`src/rtl/speaker_dac_serializer.sv`:
```
// Streams stereo 24-bit sample pairs to a WM8731 DAC in DSP mode B (slave). BCLK and DACLRCK
// are generated here. Pairs are buffered in a 2-entry FIFO, and one pair is sent per audio frame.
module speaker_dac_serializer #(
   parameter int BCLK_DIV     = 4,
   parameter int FRAME_CYCLES = 6250
) (
   input  logic        osc_50,
   input  logic        reset_50m,
   input  logic        i2c_audio_done,
   input  logic        speaker_valid,
   output logic        speaker_ready,
   input  logic [23:0] speaker_left,
   input  logic [23:0] speaker_right,
   output logic        AUD_BCLK,
   output logic        AUD_DACLRCK,
   output logic        AUD_DACDAT,
   output logic [15:0] underrun_count
);
   localparam int FC_W = (FRAME_CYCLES > 1) ? $clog2(FRAME_CYCLES) : 1;
   localparam int HC_W = (BCLK_DIV > 1) ? $clog2(BCLK_DIV) : 1;
   localparam logic [FC_W-1:0] FC_LAST = FC_W'(FRAME_CYCLES - 1);
   localparam logic [HC_W-1:0] HC_LAST = HC_W'(BCLK_DIV - 1);

   typedef enum logic [1:0] {WAIT_CFG, IDLE, START, SHIFT} state_t;

   state_t          state_q, state_d;
   logic [FC_W-1:0] frame_cnt_q, frame_cnt_d;
   logic [HC_W-1:0] half_cnt_q, half_cnt_d;
   logic [5:0]      bit_cnt_q, bit_cnt_d;
   logic [47:0]     shift_q, shift_d;
   logic [47:0]     fifo_mem_q [2];
   logic [47:0]     fifo_mem_d [2];
   logic            rd_ptr_q, rd_ptr_d;
   logic            wr_ptr_q, wr_ptr_d;
   logic [1:0]      occ_q, occ_d;
   logic            ready_q, ready_d;
   logic            bclk_q, bclk_d;
   logic            lrck_q, lrck_d;
   logic            dat_q, dat_d;
   logic [15:0]     underrun_count_q, underrun_count_d;
   logic            push, pop;
   logic [47:0]     load_word;

   assign push      = speaker_valid && ready_q;
   assign pop       = (state_q == START) && (occ_q != 2'd0);
   assign load_word = pop ? fifo_mem_q[rd_ptr_q] : 48'd0;

   // A push during the pop cycle lands in the write slot only, so the pop never sees it.
   always_comb begin
      fifo_mem_d = fifo_mem_q;
      wr_ptr_d   = wr_ptr_q;
      rd_ptr_d   = rd_ptr_q;
      occ_d      = occ_q;
      if (push) begin
         fifo_mem_d[wr_ptr_q] = {speaker_left, speaker_right};
         wr_ptr_d             = ~wr_ptr_q;
      end
      if (pop) begin
         rd_ptr_d = ~rd_ptr_q;
      end
      case ({push, pop})
         2'b10:   occ_d = occ_q + 2'd1;
         2'b01:   occ_d = occ_q - 2'd1;
         default: occ_d = occ_q;
      endcase
   end

   always_comb begin
      state_d          = state_q;
      frame_cnt_d      = frame_cnt_q;
      half_cnt_d       = half_cnt_q;
      bit_cnt_d        = bit_cnt_q;
      shift_d          = shift_q;
      bclk_d           = bclk_q;
      lrck_d           = lrck_q;
      dat_d            = dat_q;
      underrun_count_d = underrun_count_q;

      if (state_q != WAIT_CFG) begin
         frame_cnt_d = (frame_cnt_q == FC_LAST) ? '0 : frame_cnt_q + 1'b1;
      end

      case (state_q)
         WAIT_CFG: begin
            frame_cnt_d = '0;
            bclk_d      = 1'b0;
            lrck_d      = 1'b0;
            dat_d       = 1'b0;
            if (i2c_audio_done) begin
               state_d = IDLE;
            end
         end
         IDLE: begin
            // START lands on frame count 0, one full frame after the previous START.
            if (frame_cnt_q == FC_LAST) begin
               state_d = START;
            end
         end
         START: begin
            if (!pop && underrun_count_q != 16'hffff) begin
               underrun_count_d = underrun_count_q + 16'd1;
            end
            shift_d    = load_word;
            lrck_d     = 1'b1;
            bclk_d     = 1'b0;
            dat_d      = load_word[47];
            bit_cnt_d  = 6'd0;
            half_cnt_d = '0;
            state_d    = SHIFT;
         end
         SHIFT: begin
            if (half_cnt_q == HC_LAST) begin
               half_cnt_d = '0;
               if (!bclk_q) begin
                  bclk_d    = 1'b1;
                  bit_cnt_d = bit_cnt_q + 6'd1;
               end else begin
                  bclk_d = 1'b0;
                  lrck_d = 1'b0;
                  if (bit_cnt_q == 6'd48) begin
                     dat_d   = 1'b0;
                     state_d = IDLE;
                  end else begin
                     shift_d = {shift_q[46:0], 1'b0};
                     dat_d   = shift_q[46];
                  end
               end
            end else begin
               half_cnt_d = half_cnt_q + 1'b1;
            end
         end
         default: state_d = WAIT_CFG;
      endcase

      ready_d = (state_d != WAIT_CFG) && (occ_d != 2'd2);
   end

   always_ff @(posedge osc_50 or posedge reset_50m) begin
      if (reset_50m) begin
         state_q          <= WAIT_CFG;
         frame_cnt_q      <= '0;
         half_cnt_q       <= '0;
         bit_cnt_q        <= 6'd0;
         shift_q          <= 48'd0;
         fifo_mem_q[0]    <= 48'd0;
         fifo_mem_q[1]    <= 48'd0;
         rd_ptr_q         <= 1'b0;
         wr_ptr_q         <= 1'b0;
         occ_q            <= 2'd0;
         ready_q          <= 1'b0;
         bclk_q           <= 1'b0;
         lrck_q           <= 1'b0;
         dat_q            <= 1'b0;
         underrun_count_q <= 16'd0;
      end else begin
         state_q          <= state_d;
         frame_cnt_q      <= frame_cnt_d;
         half_cnt_q       <= half_cnt_d;
         bit_cnt_q        <= bit_cnt_d;
         shift_q          <= shift_d;
         fifo_mem_q       <= fifo_mem_d;
         rd_ptr_q         <= rd_ptr_d;
         wr_ptr_q         <= wr_ptr_d;
         occ_q            <= occ_d;
         ready_q          <= ready_d;
         bclk_q           <= bclk_d;
         lrck_q           <= lrck_d;
         dat_q            <= dat_d;
         underrun_count_q <= underrun_count_d;
      end
   end

   assign speaker_ready  = ready_q;
   assign AUD_BCLK       = bclk_q;
   assign AUD_DACLRCK    = lrck_q;
   assign AUD_DACDAT     = dat_q;
   assign underrun_count = underrun_count_q;
endmodule

```
`config.mk`:
```
export PLATFORM = sky130hd
export DESIGN_NAME = speaker_dac_serializer
export DESIGN_NICKNAME = d
export VERILOG_FILES = /design/src/rtl/speaker_dac_serializer.sv
export SDC_FILE = /design/constraint.sdc
export NUM_CORES = 1
export LEC_CHECK = 0
export ABC_AREA = 1
export CORE_ASPECT_RATIO = 1.1
export CORE_MARGIN = 3
export CORE_UTILIZATION = 63
export CTS_CLUSTER_DIAMETER = 120
export DETAILED_ROUTE_END_ITERATION = 16
export GPL_ROUTABILITY_DRIVEN = 0
export PLACE_DENSITY = 0.85
export SYNTH_ARGS = -nofsm -noshare
export SYNTH_HDL_FRONTEND = slang
export SYNTH_SLANG_ARGS = --single-unit
```
`constraint.sdc`:
```
create_clock -name osc_50 -period 18.9 [get_ports osc_50]
set_input_delay 2.835 -clock osc_50 [delete_from_list [all_inputs] [get_ports osc_50]]
set_output_delay 2.835 -clock osc_50 [all_outputs]
set_load 0.05 [all_outputs]
```
==> out/qor.yml, run 1 <==
status: "complete, no violations"
cts_root_buf: "clkbuf_16"
io_buffers: 71
critPathKind: "input pin to asynchronous set/reset pin"
syn_area_per_cell_um2: 7.98
rsz0062_at_grt: "false"
area_growth_pct: 13.7
drc: 0
setup_viol: 0
final.setup.tns_ns: 0
grt_antenna_before_repair: 0
cp_max_fo: 82
synth_compound_area_share_pct: 15.9
synth_nets: 1226
die_h_um: 134
p_leak_nw: 4.81
ys_seq_area_share_pct: 51.1
crit_arrival_ns: 5.27
crit_buf_inv: 4
power.density_nw_per_um2: 79.2
grt_pass1_vias: 7063
fmax_mhz: 208
clk_latency_ns: 0.43
required_ns: 19.35
period_needed_ns: 4.82
io_pins: 72
fin_nets: 1268
cts_made_buffers: 17
dp_hpwl_mm: 11.3
synth_edf_count: 0
relSlewSlack_pct: 27.5
synth_top_family_by_area: "simple AND/OR/NAND/NOR gates"
viasPerCell: 5.27
synthesis.area_um2: 9310
min_path_type: "flop to flop"
worstSetupEndpointType: "asynchronous set/reset pin"
yosysMostFrequentCell: "nand2_1"
drive_above_1_share_pct: 7.61
grt_pass1_wl_mm: 31.8
utilization_pct: 74.9
start_util_pct: 65.9
syn_inst: 1167
tightestPinTransition_ns: 1.09
crit_family: "buffers and inverters"
dieWidth_um: 122
layout_worst_path_cycle_share_pct: 25.5
htreeDepth: 4
cts_resized: 0
muxShareOfSynthArea_pct: 0
globalRoute.totalOverflow: 0
fin_cells: 1410
avgRoutedWirePerCell_um: 13.2
drtPass1Iterations: 4
cts_tree: "built"
synthTopCellsByCount: "357 x nand2_1, 190 x dfrtp_1, 180 x inv_1"
yosys-top-cells-area: "dfrtp_1 51%, nand2_1 14%, o21ai_0 9.6%"
antenna_cells: 0
hold_viol: 0
slowest_delay_ns: 0.86
place_area_um2: 9990
synth-seq-cells: 190
grt_usage_pct: 23.9
async_flop_share_pct: 100
cts_setup_buffers: 0
dieArea_um2: 16300
antenna_left: 0
holdBufCountCts: 0
dr_total_vias: 7431
core-area_um2: 14100
synth_xor_area_share_pct: 1.41
maxSlewViolCount: 0
dp_cells: 1378
start_kind: "input pin"
synth.top_cell.area_share_pct: 51.1
cts_sinks: 190
drtIter0Drc: 576
power_mw: 0.839
worst_path_max_delay_cell: "buf_4"
path_common_cell: "buf_4"
synthAdderAreaFrac_pct: 0.940
synthFlopType: "dfrtp_1"
max_cap_violations: 0
worst_clock_skew_ns: 0.00685
synth_cell_types: 33
path_cells: "clkdlybuf4s50_1 -> clkinv_4 -> buf_4 -> buf_4"
clock_path_buffers: 2
rows: 45
routed_wl_mm: 18.6
yosysTopAreaCell: "dfrtp_1"
clk_pin_slew_ns: 0.07
synth_warnings: 0
synthSimpleGateAreaFrac_pct: 19.6
ir_worst_vdd_uv: 64.6
final_area_um2: 10600
grt_max_degree: 97
-- logic make-up after synthesis --
kind of cell | Yosys count
adders and majority gates | 7
DFF | 190
buffers and inverters | 238
and+or+nand+nor | 455
xor gates and xnor gates | 15
AOI/OAI and AO/OA | 262
-- per-layer routing --
metal  routed length, um  GRT usage (%)  share of wire, %  vias up
met4                 316           8.97               1.7        0
li1                    -              -                 -     3729
met3                 732           3.74               3.9       34
met5                   0              0                 0        -
met2                9210           39.3                50      185
met1                8310           32.2                45     3483
-- report_power, final --
part	internal (mW)	total, mW	switching [mW]
clock	0.214	0.366	0.152
sequential	0.414	0.423	0.00865
combinational	0.0200	0.0496	0.0296
-- area by class of cell --
| cell class | instances | area [um^2] |
|---|---|---|
| Sequential cell | 190 | 4760 |
| Multi-Input combinational cell | 739 | 3540 |
| Fill cell | 1036 | 3540 |
| Timing Repair Buffer | 78 | 763 |
| Inverter | 183 | 694 |
| Clock buffer | 21 | 460 |
| Tap cell | 188 | 235 |
| Clock inverter | 11 | 139 |
-- worst register-to-register path, cell delays in order, from the launching register on --
cell and delay [ns]:
dfrtp_1 0.51, nand2_4 0.48, nor2_4 0.10, nor2_4 0.14, nand2_1 0.10, nor2_4 0.09
buf_4 0.79, inv_1 0.23, nand2_1 0.10, nand2_1 0.05
-- layout by cell type (no fill, tap or decap), drive strengths merged, types with 8 or more instances in the layout --
cell / count
nand4: 11
inv: 183
xnor2: 8
nand3: 24
nor2: 49
a21oi: 10
nand2: 359
nor3: 10
dfrtp: 190
o21ai: 248
clkbuf: 21
clkdlybuf4s50: 71
-- registers in the layout, indices dropped and copies added (netlist names) --
signal,count
AUD_BCLK,1
underrun_count,16
speaker_ready,1
wr_ptr_q,1
rd_ptr_q,1
bit_cnt_q,6
occ_q,2
AUD_DACDAT,1
fifo_mem_q,96
AUD_DACLRCK,1
half_cnt_q,2
frame_cnt_q,13
shift_q,47
state_q,2
-- worst paths after layout --
kind,slack (ns),startpoint,endpoint,cells past startpoint
worst max-delay path,14.08,reset_50m,rd_ptr_q,4
worst min register to register,0.48,shift_q[46],shift_q[46],2
max in group osc_50,14.30,underrun_count[12],underrun_count[12],1
worst min-delay path,0.48,shift_q[46],shift_q[46],2
worst max register to register,16.20,state_q[1],shift_q[46],9
min in group asynchronous,2.78,reset_50m,fifo_mem_q[12],2
-- per-stage QoR --
step	hold slack (ns)	worst slack [ns]
CTS	0.481	13.96
finish	0.477	14.08
global route	0.484	13.68
global placement	0.461	13.50
detailed placement	0.462	13.49
floorplan	0.442	10.89
(Power assumes the default switching activity.)
==> run 2, diff against run 1 <==
Settings changed: CORE_UTILIZATION 63 to 53, PLACE_DENSITY 0.85 to 0.76.
Clock period 18.9 ns to 4.34 ns, I/O delays scaled along.
==> out/qor.yml, run 2 (same netlist as run 1, synthesis figures left out) <==
rsz0062_at_grt: "false"  # unchanged
crit_arrival_ns: 3.02  # was 5.27 ns
dieArea_um2: 19200  # was 16,300 um^2
critPathKind: "flop to flop"  # was input pin to asynchronous set/reset pin
dr_total_vias: 7168  # was 7,431
dp_cells: 1425  # was 1,378
hold_slack_ns: 0.478  # was 0.477 ns
setup_viol: 0  # unchanged
final_area_um2: 10800  # was 10,600 um^2
pre_cts_ws_ns: 1.62  # was 13.49 ns
min_path_type: "flop to flop"  # unchanged
clock_path_buffers: 2  # unchanged
drtPass1Iterations: 5  # was 4
core-area_um2: 17100  # was 14,100 um^2
power_mw: 3.78  # was 0.839 mW
fin_nets: 1269  # was 1,268
grt_use_met2_pct: 32.1  # was 39.3%
ir_worst_vdd_uv: 294  # was 64.6 uV
start_kind: "flop"  # was input pin
cts_made_buffers: 17  # unchanged
start_util_pct: 54.3  # was 65.9%
fin_ws_ns: 1.63  # was 14.08 ns
cts_sinks: 190  # unchanged
relSlewSlack_pct: 37.3  # was 27.5%
holdBufCountCts: 0  # unchanged
dp_hpwl_mm: 11.4  # was 11.3 mm
place_area_um2: 10100  # was 9990 um^2
drive_above_1_share_pct: 7.69  # was 7.61%
layout_common_cells: "357 x nand2_1, 189 x dfrtp_1, 179 x inv_1"  # unchanged
worst_path_max_delay_cell: "nor2_4"  # was buf_4
htreeDepth: 4  # unchanged
required_ns: 4.65  # was 19.35 ns
clk_latency_ns: 0.42  # was 0.43 ns
power.density_nw_per_um2: 352  # was 79.2 nW/um^2
period_needed_ns: 2.71
multi_input_area_um2: 3550  # was 3540 um^2
largest_reg_flops: 96  # unchanged
max_cap_violations: 0  # unchanged
seq_area_um2: 4760  # unchanged
dieWidth_um: 132  # was 122 um
crit_buf_inv: 2  # was 4
grt_pass1_wl_mm: 31.4  # was 31.8 mm
routed_wl_mm: 17.9  # was 18.6 mm
rows: 50  # was 45
cts_setup_buffers: 0  # unchanged
cts_root_buf: "clkbuf_16"  # unchanged
grt_antenna_before_repair: 0  # unchanged
drtIter0Drc: 496  # was 576
utilization_pct: 62.8  # was 74.9%
antenna_cells: 0  # unchanged
gr-max-usage-layer: "met2"  # unchanged
grt_max_degree: 97  # unchanged
maxSlewViolCount: 0  # unchanged
crit_family: "simple AND/OR/NAND/NOR gates"  # was buffers and inverters
viasPerCell: 4.92  # was 5.27
fin_cells: 1457  # was 1,410
cp_max_fo: 61  # was 82
hold_viol: 0  # unchanged
drc: 0  # unchanged
layout_worst_path_cycle_share_pct: 62.5
met1_usage_pct: 26.7  # was 32.2%
antenna_left: 0  # unchanged
cts_tree: "built"  # unchanged
p_leak_nw: 4.85  # was 4.81 nW
die_h_um: 145  # was 134 um
nFillCells: 1523  # was 1,036
cts_resized: 0  # unchanged
tightestPinTransition_ns: 0.940  # was 1.09 ns
area_growth_pct: 15.5  # was 13.7%
top_register: "fifo_mem_q"  # unchanged
worst_clock_skew_ns: 0.0104  # was 0.00685 ns
path_cells: "nand2_4 -> nor2_4 -> nor2_4 -> nand2_1 -> nor2_4 -> buf_12 -> inv_1 -> nand2_1 -> nand2_1"  # was clkdlybuf4s50_1 -> clkinv_4 -> buf_4 -> buf_4
clk_pin_slew_ns: 0.07  # about the same
fmax_mhz: 369
final.setup.tns_ns: 0  # unchanged
grt_util_met3_pct: 3.95  # was 3.74%
status: "complete, no violations"  # unchanged
io_buffers: 71  # unchanged
worstSetupEndpointType: "flop"  # was asynchronous set/reset pin
mostFrequentLayoutCell: "nand2_1"  # unchanged
grt_pass1_vias: 6824  # was 7,063
globalRoute.totalOverflow: 0  # unchanged
io_pins: 72  # unchanged
slowest_delay_ns: 0.67  # was 0.86 ns
avgRoutedWirePerCell_um: 12.3  # was 13.2 um
grt_usage_pct: 19.4  # was 23.9%
-- run 2: cell count changes in the layout (fill, tap and decap cells not counted), moves of 2 or more --
cell	previous run	this run
buf_4	7	5
clkinv_2	5	3
bufinv_16	3	5
buf_12	0	3
-- run 2: worst reg2reg max path, cell delays in order, from the launching register on --
cell and delay, ns:
dfrtp_1 0.52, nand2_4 0.47, nor2_4 0.09, nor2_4 0.14
nand2_1 0.09, nor2_4 0.67, buf_12 0.40, inv_1 0.10
nand2_1 0.07, nand2_1 0.05
-- run 2: worst paths after layout --
check	endpoint	depth (start not counted)	start	slack [ns]
worst max-delay path	shift_q[45]	9	state_q[1]	1.63
worst max register to register	shift_q[45]	9	state_q[1]	1.63
worst min-delay path	shift_q[46]	2	shift_q[46]	0.48
worst min register to register	shift_q[46]	2	shift_q[46]	0.48
max in group asynchronous	rd_ptr_q	3	reset_50m	2.84
min in group asynchronous	fifo_mem_q[80]	2	reset_50m	0.67
-- run 2: report_power, final --
| group | total (mW) | leakage [nW] | internal (mW) | switching [mW] |
|---|---|---|---|---|
| clock | 1.72 | 0.324 | 1.07 | 0.649 |
| sequential | 1.84 | 2.62 | 1.80 | 0.0350 |
| combinational | 0.222 | 1.91 | 0.0910 | 0.131 |
-- run 2: layout make-up --
class	instances	area share, %
sequential	190	44.2
multi-input combinational	739	33.0
timing repair buffer	79	7.51
inverter	183	6.44
clock buffer	22	4.41
tap	234	2.72
clock inverter	10	1.70
-- run 2: metal layers --
metal	vias to the layer above	wire length [um]
met3	10	462
met1	3362	8530
met2	78	8820
li1	3718	-
met4	0	138
met5	-	0
